**src/rtl/sha_blk_pkg.sv**
```systemverilog
// Shared SHA block-assembly definitions: word/block geometry and controller state encoding.
// No logic, no latency.
// No flow control; consumed by the block loader and its parent.
package sha_blk_pkg;

    localparam int BLK_WORD_W    = 32;
    localparam int BLK_NUM_WORDS = 13;
    localparam int BLK_BLOCK_W   = BLK_WORD_W * BLK_NUM_WORDS;
    localparam int BLK_CNT_W     = 4;

    typedef logic [BLK_CNT_W-1:0] cnt_t;

    // LOAD: collecting words; COMMIT: one-cycle write strobe; HOLD: block offered to hash core
    typedef enum logic [1:0] {
        ST_LOAD   = 2'd0,
        ST_COMMIT = 2'd1,
        ST_HOLD   = 2'd2
    } state_e;

endpackage

```
**src/rtl/block_load_ctrl_416.sv**
```systemverilog
// Assembles 13 x 32-bit words MSW-first into a 416-bit block, writes it once, then holds it for the hash core.
// Latency: block write strobe the cycle after the 13th accept; block_valid the cycle after that.
// Backpressure: word_ready low outside LOAD; block held until block_taken; abort discards at any point.
//
// Ports:
//   CLK, RST          clock, asynchronous active-low reset
//   word_in/_valid    word stream in; word_ready out (accept = valid & ready & !abort)
//   abort             drop partial or held block, return to LOAD
//   block_taken       hash core consumed the held block
//   mem_write_en      one-cycle write strobe to the parent's block memory
//   mem_block         assembled block (block memory data)
//   block_valid       committed block available
//   word_cnt          words accepted in current block (0..13)
module block_load_ctrl_416
    import sha_blk_pkg::*;
#(
    parameter int WORD_W    = BLK_WORD_W,
    parameter int NUM_WORDS = BLK_NUM_WORDS,
    parameter int BLOCK_W   = BLK_BLOCK_W
) (
    input  logic                 CLK,
    input  logic                 RST,
    input  logic [WORD_W-1:0]    word_in,
    input  logic                 word_valid,
    output logic                 word_ready,
    input  logic                 abort,
    input  logic                 block_taken,
    output logic                 mem_write_en,
    output logic [BLOCK_W-1:0]   mem_block,
    output logic                 block_valid,
    output logic [BLK_CNT_W-1:0] word_cnt
);

    if (BLOCK_W != WORD_W * NUM_WORDS) begin : g_bad_geometry
        $error("block_load_ctrl_416: BLOCK_W must equal WORD_W*NUM_WORDS");
    end

    localparam cnt_t CNT_LAST = cnt_t'(NUM_WORDS - 1);

    state_e              state_q, state_d;
    cnt_t                cnt_q, cnt_d;
    logic [BLOCK_W-1:0]  blk_q, blk_d;
    logic                rdy_en_q;
    logic                accept;

    // Keeps word_ready low during reset and for the first edge after release.
    always_ff @(posedge CLK or negedge RST) begin
        if (!RST) begin
            rdy_en_q <= 1'b0;
        end else begin
            rdy_en_q <= 1'b1;
        end
    end

    assign word_ready   = (state_q == ST_LOAD) && rdy_en_q;
    assign accept       = word_valid && word_ready && !abort;
    assign mem_write_en = (state_q == ST_COMMIT);
    assign block_valid  = (state_q == ST_HOLD);
    assign mem_block    = blk_q;
    assign word_cnt     = cnt_q;

    always_comb begin
        state_d = state_q;
        cnt_d   = cnt_q;
        blk_d   = blk_q;
        if (abort) begin
            // Overrides everything; a write already strobing this cycle still completes
            // because mem_write_en decodes the current state only.
            state_d = ST_LOAD;
            cnt_d   = '0;
            blk_d   = '0;
        end else begin
            case (state_q)
                ST_LOAD: begin
                    if (accept) begin
                        // First word of a new block wipes the previously committed image.
                        if (cnt_q == '0) begin
                            blk_d = '0;
                        end
                        for (int k = 0; k < NUM_WORDS; k++) begin
                            if (cnt_q == cnt_t'(k)) begin
                                blk_d[BLOCK_W-1-WORD_W*k -: WORD_W] = word_in;
                            end
                        end
                        cnt_d = cnt_q + cnt_t'(1);
                        if (cnt_q == CNT_LAST) begin
                            state_d = ST_COMMIT;
                        end
                    end
                end
                ST_COMMIT: begin
                    state_d = ST_HOLD;
                end
                ST_HOLD: begin
                    if (block_taken) begin
                        state_d = ST_LOAD;
                        cnt_d   = '0;
                    end
                end
                default: begin
                    state_d = ST_LOAD;
                    cnt_d   = '0;
                end
            endcase
        end
    end

    always_ff @(posedge CLK or negedge RST) begin
        if (!RST) begin
            state_q <= ST_LOAD;
            cnt_q   <= '0;
            blk_q   <= '0;
        end else begin
            state_q <= state_d;
            cnt_q   <= cnt_d;
            blk_q   <= blk_d;
        end
    end

endmodule

```
**config.mk**
```make
export PLATFORM = sky130hd
export DESIGN_NAME = block_load_ctrl_416
export DESIGN_NICKNAME = d
export VERILOG_FILES = /design/src/rtl/sha_blk_pkg.sv /design/src/rtl/block_load_ctrl_416.sv
export SDC_FILE = /design/constraint.sdc
export NUM_CORES = 1
export LEC_CHECK = 0
export BUFFER_PORTS_ARGS = -buffer_cell sky130_fd_sc_hd__buf_2
export CAP_MARGIN = 25
export CORE_MARGIN = 3
export CORE_UTILIZATION = 52
export DETAILED_ROUTE_END_ITERATION = 12
export PLACE_DENSITY_LB_ADDON = 0.08
export SLEW_MARGIN = 20
export SYNTH_ARGS = -nofsm -noshare
export SYNTH_HDL_FRONTEND = slang
export SYNTH_SLANG_ARGS = --single-unit
export TNS_END_PERCENT = 50
```
**constraint.sdc**
```tcl
create_clock -name CLK -period 2.3 [get_ports CLK]
set_input_delay 0.23 -clock CLK [delete_from_list [all_inputs] [get_ports CLK]]
set_output_delay 0.23 -clock CLK [all_outputs]
set_load 0.01 [all_outputs]
```
Word-level counts from Yosys, hierarchy flattened
Cells that the tools add are included.
{"block": "classes", "n_addsub": 1, "eq_ne": 18, "n_mux": 26, "reduce_logical": 36}
{"op": "$mux W416", "n": 4}
{"op": "$mux W32", "n": 13}
{"op": "$reduce_and A3 Y1", "n": 15}
{"op": "$reduce_bool A3 Y1", "n": 12}
{"op": "$eq A4 B4 Y1 const B", "n": 5}
{"op": "$eq A4 B3 Y1 const B", "n": 4}
{"op": "$mux W4", "n": 3}
{"op": "$pmux W4 S3", "n": 1}
{"op": "$eq A4 B2 Y1 const B", "n": 2}
{"op": "$mux W2", "n": 4}
{"op": "$ne A3 B3 Y1 const B", "n": 2}
{"op": "$pmux W2 S3", "n": 1}
{"op": "$reduce_bool A2 Y1", "n": 3}
{"op": "$add A4 B1 Y4 const B", "n": 1}
{"op": "$eq A4 B1 Y1 const B", "n": 1}
{"op": "$logic_not A4 Y1", "n": 1}
{"op": "$logic_and A1 B1 Y1", "n": 3}
{"op": "$ne A3 B2 Y1 const B", "n": 1}
{"op": "$eq A2 B1 Y1 const B", "n": 1}
{"op": "$eq A2 B2 Y1 const B", "n": 1}
{"op": "$logic_not A2 Y1", "n": 1}
{"op": "$ne A2 B2 Y1 const B", "n": 1}
{"op": "$logic_not A1 Y1", "n": 1}
{"block": "totals", "regBits": 423, "in_bits": 37, "output_inout_bits": 423, "wordCells": 97}

Logic depth before layout (Yosys ltp)
{"block": "depth", "depth_word": 7, "mapped_depth": 8, "depth_no_buf": 6}

Worst setup path before layout
No wires, ideal clock.
{"block": "synth_timing", "kind": "register to register", "start": "reg cnt_q[0], in the netlist word_cnt[0]", "end": "reg blk_q[406], in the netlist mem_block[406]", "arrival_ps": 1679, "required_time_ps": 2164, "slack_ps": 485, "stages_incl_launch_ff": 9, "path_buffers": 2, "cell_sequence": "dfrtp_1 inv_1 ha_1 nand2b_1 or3_1 buf_2 buf_6 nand2_1 a21oi_1"}
{"block": "synth_via", "elab_chain_cells": 5}
{"element": "start, declared", "line_no": "block_load_ctrl_416.sv:41", "text": "cnt_t cnt_q, cnt_d;"}
{"element": "start signal, assigned", "line_no": "block_load_ctrl_416.sv:115", "text": "cnt_q <= cnt_d;"}
{"element": "$logic_not A4 Y1 *", "line_no": "block_load_ctrl_416.sv:77, block_load_ctrl_416.sv:81"}
{"element": "$mux W32", "line_no": "block_load_ctrl_416.sv:81", "text": "if (cnt_q == cnt_t'(k)) begin"}
{"element": "$mux W416", "line_no": "block_load_ctrl_416.sv:75", "text": "if (accept) begin"}
{"element": "$mux W416", "line_no": "block_load_ctrl_416.sv:73", "text": "case (state_q)"}
{"element": "$mux W416", "line_no": "block_load_ctrl_416.sv:66", "text": "if (abort) begin"}
{"element": "end signal, assigned", "line_no": "block_load_ctrl_416.sv:116", "text": "blk_q <= blk_d;"}
{"element": "end, declared", "line_no": "block_load_ctrl_416.sv:42", "text": "logic [BLOCK_W-1:0] blk_q, blk_d;"}
Every way passes the cells marked *; elsewhere a longest branch is shown, timed or not. The select of a mux whose other input is x is not followed.
A chain may end at the register's enable or synchronous reset.

Worst setup path in the final report
{"block": "layout_timing", "start": "reg cnt_q[3], in the netlist word_cnt[3]", "end": "reg blk_q[202], in the netlist mem_block[202]"}
{"block": "layout_via", "elab_chain_cells": 5}
{"element": "$eq A4 B3 Y1", "line_no": "block_load_ctrl_416.sv:81"}
{"element": "$mux W32", "line_no": "block_load_ctrl_416.sv:81"}
{"element": "$mux W416", "line_no": "block_load_ctrl_416.sv:75"}
{"element": "$mux W416", "line_no": "block_load_ctrl_416.sv:73"}
{"element": "$mux W416", "line_no": "block_load_ctrl_416.sv:66"}
Several ways; a longest one is shown, not always the timed one. The select of a mux whose other input is x is not followed.

==> flow_summary_export.csv <==
group,metric,value,unit
outcome,status,"complete, no violations",
clock_network,clockBufferDepth,3,
sta,rsz0062_at_grt,"false",
power,p_per_area,776,mW/mm²
yosys,ys_ff_latch,423,
layout,layout-drive-gt1-share,0.364,
die,start_util,0.533,
power,p_sw,3.80,mW
clock_network,clk_pin_slew,0.06,ns
sta,tns,0,ns
die,pin_count,460,
die,dieArea,0.0328,mm²
routing,wl,53900,µm
yosys,ys_warn_count,0,
routing,ant_nets,0,
routing,dr.pass1.iters,5,
clock_network,cts_sinks,423,
setup_path,path_max_fanout,32,
setup_path,cp.arrival,2.61,ns
sta,setup_viol,0,
setup_path,cp_data_required_time,2.76,ns
power,p_sw_frac,0.236,
sta,max_slew_margin,0.331,
placement,dp_hpwl,36800,µm
sta,fin_crit,2.14,ns
clock_network,clk_latency,0.55,ns
yosys,synth_cell_type_count,41,
power,comb_power_share,0.072,
clock_network,cts_root_buf,"clkbuf_16",
power,p_leak,11.1,nW
job,drv_cap,0,
layout,final_cells,2116,
clock_network,htreeDepth,2,
clock_network,numCtsBuffers,43,
routing,routedWlPerCell,25.5,µm
sta,timing.fmax,0.467,GHz
power,pwr-share-clk,0.460,
layout,regArea,0.0106,mm²
routing,drc,0,
yosys,synth_cells,1217,
die,die_w,181,µm
layout,nFillCells,2211,
die,placementRows,63,
routing,drt_iter0_drc,1085,
placement,placed_cells,2002,
sta,slew_viol_final,0,
placement,io_buffers,459,
yosys,synthArstFlopShare,1.00,
yosys,ys_seq_area_frac,0.663,
yosys,synth_area_per_cell,13.1,µm²
layout,layout_common_cells,"457 x buf_2, 423 x dfrtp_1, 256 x a22o_1, 111 x nand2_1, 96 x o2bb2ai_1",
yosys,syn_area,0.0160,mm²
routing,viasPerCell,6.03,
layout,syn2layout_area_growth,30.1,%
global_routing,track_usage,0.324,
yosys,synth_edf_count,0,
clock_network,cts_tree,"built",
sta,fin_worst_skew,0.0208,ns
die,core_area,0.0300,mm²
power,vdd_drop_max,0.000454,V
global_routing,grt_pass1_wl,82300,µm
setup_path,end_kind,"register",
yosys,synthFlopType,"dfrtp_1",
worst_hold_path,hp-class,"input pin to register",
global_routing,antenna_found_initial,2,
global_routing,grt_pass1_vias,12700,
setup_path,ff2ff_path_depth,5,
setup_path,cp-start-kind,"register",
layout,nNetsFinal,1731,
global_routing,grt_max_degree,66,
yosys,syn-num-nets,1258,
die,dieHeight,181,µm
setup_path,crit_type,"register to register",
routing,via_count,12800,
layout,layout_commonest_cell,"buf_2",
power,internal_power,12.3,mW
global_routing,grt_overflow,0,
sta,worst_slew_pin_slew,1.00,ns
power,seqPwrFrac,0.468,
placement,place_congestion,0.844,
layout,multi_input_area,0.00483,mm²
sta,fin_crit_sh,0.932,
sta,hold_violations,0,
worst_hold_path,hold_path_depth,3,
## area by class of cell
type | count | share of cell area
clock inverters | 21 | 0.0128
repair buffers | 559 | 0.160
inverters | 3 | 0.000543
diodes | 2 | 0.000241
well taps | 390 | 0.0235
clock buffers | 58 | 0.0600
multi-input cells | 660 | 0.233
flip-flops and latches | 423 | 0.510
## layer usage
| layer | vias up | GRT usage | routed length [µm] |
|---|---|---|---|
| li1 | 5391 | - | - |
| met3 | 137 | 0.0755 | 4710 |
| met4 | 0 | 0.135 | 2450 |
| met1 | 6527 | 0.448 | 21600 |
| met5 | - | 0 | 0 |
| met2 | 696 | 0.499 | 25200 |
## kinds of logic (layout without fill, tap and decap cells)
group                      Yosys count  after routing  share of synthesized area
AOI/OAI and AO/OA                  431            431                      0.220
DFF                                423            423                      0.663
and+or+nand+nor                    222            222                     0.0714
buffers and inverters              134            641                     0.0409
adders and majority gates            4              4                    0.00314
other                                1              3                   0.000235
xor gates and xnor gates             1              1                   0.000549
muxes                                1              1                   0.000706
## worst max-delay path: stages, from the launching register on
cell and delay (ns):
dfrtp_1 0.57, nand4bb_4 0.37, nor3b_1 0.32, and2_1 0.18, buf_4 0.39, a22o_1 0.23
## power groups by stage
stage / Sequential (mW) / Combinational (mW) / Clock [mW]
after global routing: 7.54 / 1.26 / 7.81
after floorplan: 7.70 / 0.472 / 0
after CTS: 7.54 / 1.16 / 7.50
final: 7.54 / 1.17 / 7.41
after detailed placement: 7.67 / 1.12 / 0
after global placement: 7.67 / 1.10 / 0
## through the flow
step | total power, mW | area, µm² | hold slack (ns) | utilization | worst slack (ns)
final | 16.1 | 20800 | 0.0144 | 0.693 | 0.157
after global routing | 16.6 | 20800 | 0.0269 | 0.693 | 0.0145
after detailed placement | 8.79 | 18900 | 0.223 | 0.631 | 0.164
after floorplan | 8.17 | 16000 | -0.0656 | - | 0.485
after CTS | 16.2 | 20700 | 0.00335 | 0.692 | 0.147
after global placement | 8.77 | 18900 | 0.222 | 0.631 | 0.267
## final timing paths
path,startpoint,end,slack (ns)
min in group asynchronous,RST,mem_block[114],0.23
max reg2reg,word_cnt[3],mem_block[202],0.16
max in group asynchronous,RST,mem_block[314],1.31
min,word_in[18],mem_block[402],0.01
max,word_cnt[3],mem_block[202],0.16
min reg2reg,mem_block[4],mem_block[4],0.48
## Yosys cell counts (3+ instances only)
cell type / count / area, µm²
nand3_1: 3 / 15.0
nand2_1: 111 / 417
buf_6: 4 / 45.0
nor3_2: 3 / 30.0
o21ai_0: 25 / 125
o2bb2ai_1: 96 / 841
dfrtp_1: 423 / 10600
clkbuf_1: 28 / 105
a21oi_1: 36 / 180
or2_2: 3 / 18.8
nor2_4: 3 / 33.8
nor2b_1: 34 / 213
buf_4: 15 / 113
a211oi_1: 6 / 45.0
a22o_1: 256 / 2240
nand2b_1: 34 / 213
inv_1: 3 / 11.3
ha_1: 4 / 50.1
buf_1: 33 / 124
buf_2: 51 / 255
nor2_1: 14 / 52.6
o21ai_1: 10 / 50.1
## flip-flops by register name, indices dropped and copies added, names as in the netlist
register	flops
rdy_en_q	1
word_cnt	4
state_q	2
mem_block	416
## timing repair
item,in CTS,in global routing
gates resized for setup,0,1
setup buffers,0,0
endpoints found under the setup margin,0,22
endpoints found under the hold margin,81,0
hold buffers,31,0
Note: power is estimated with default switching activity, not from simulation.
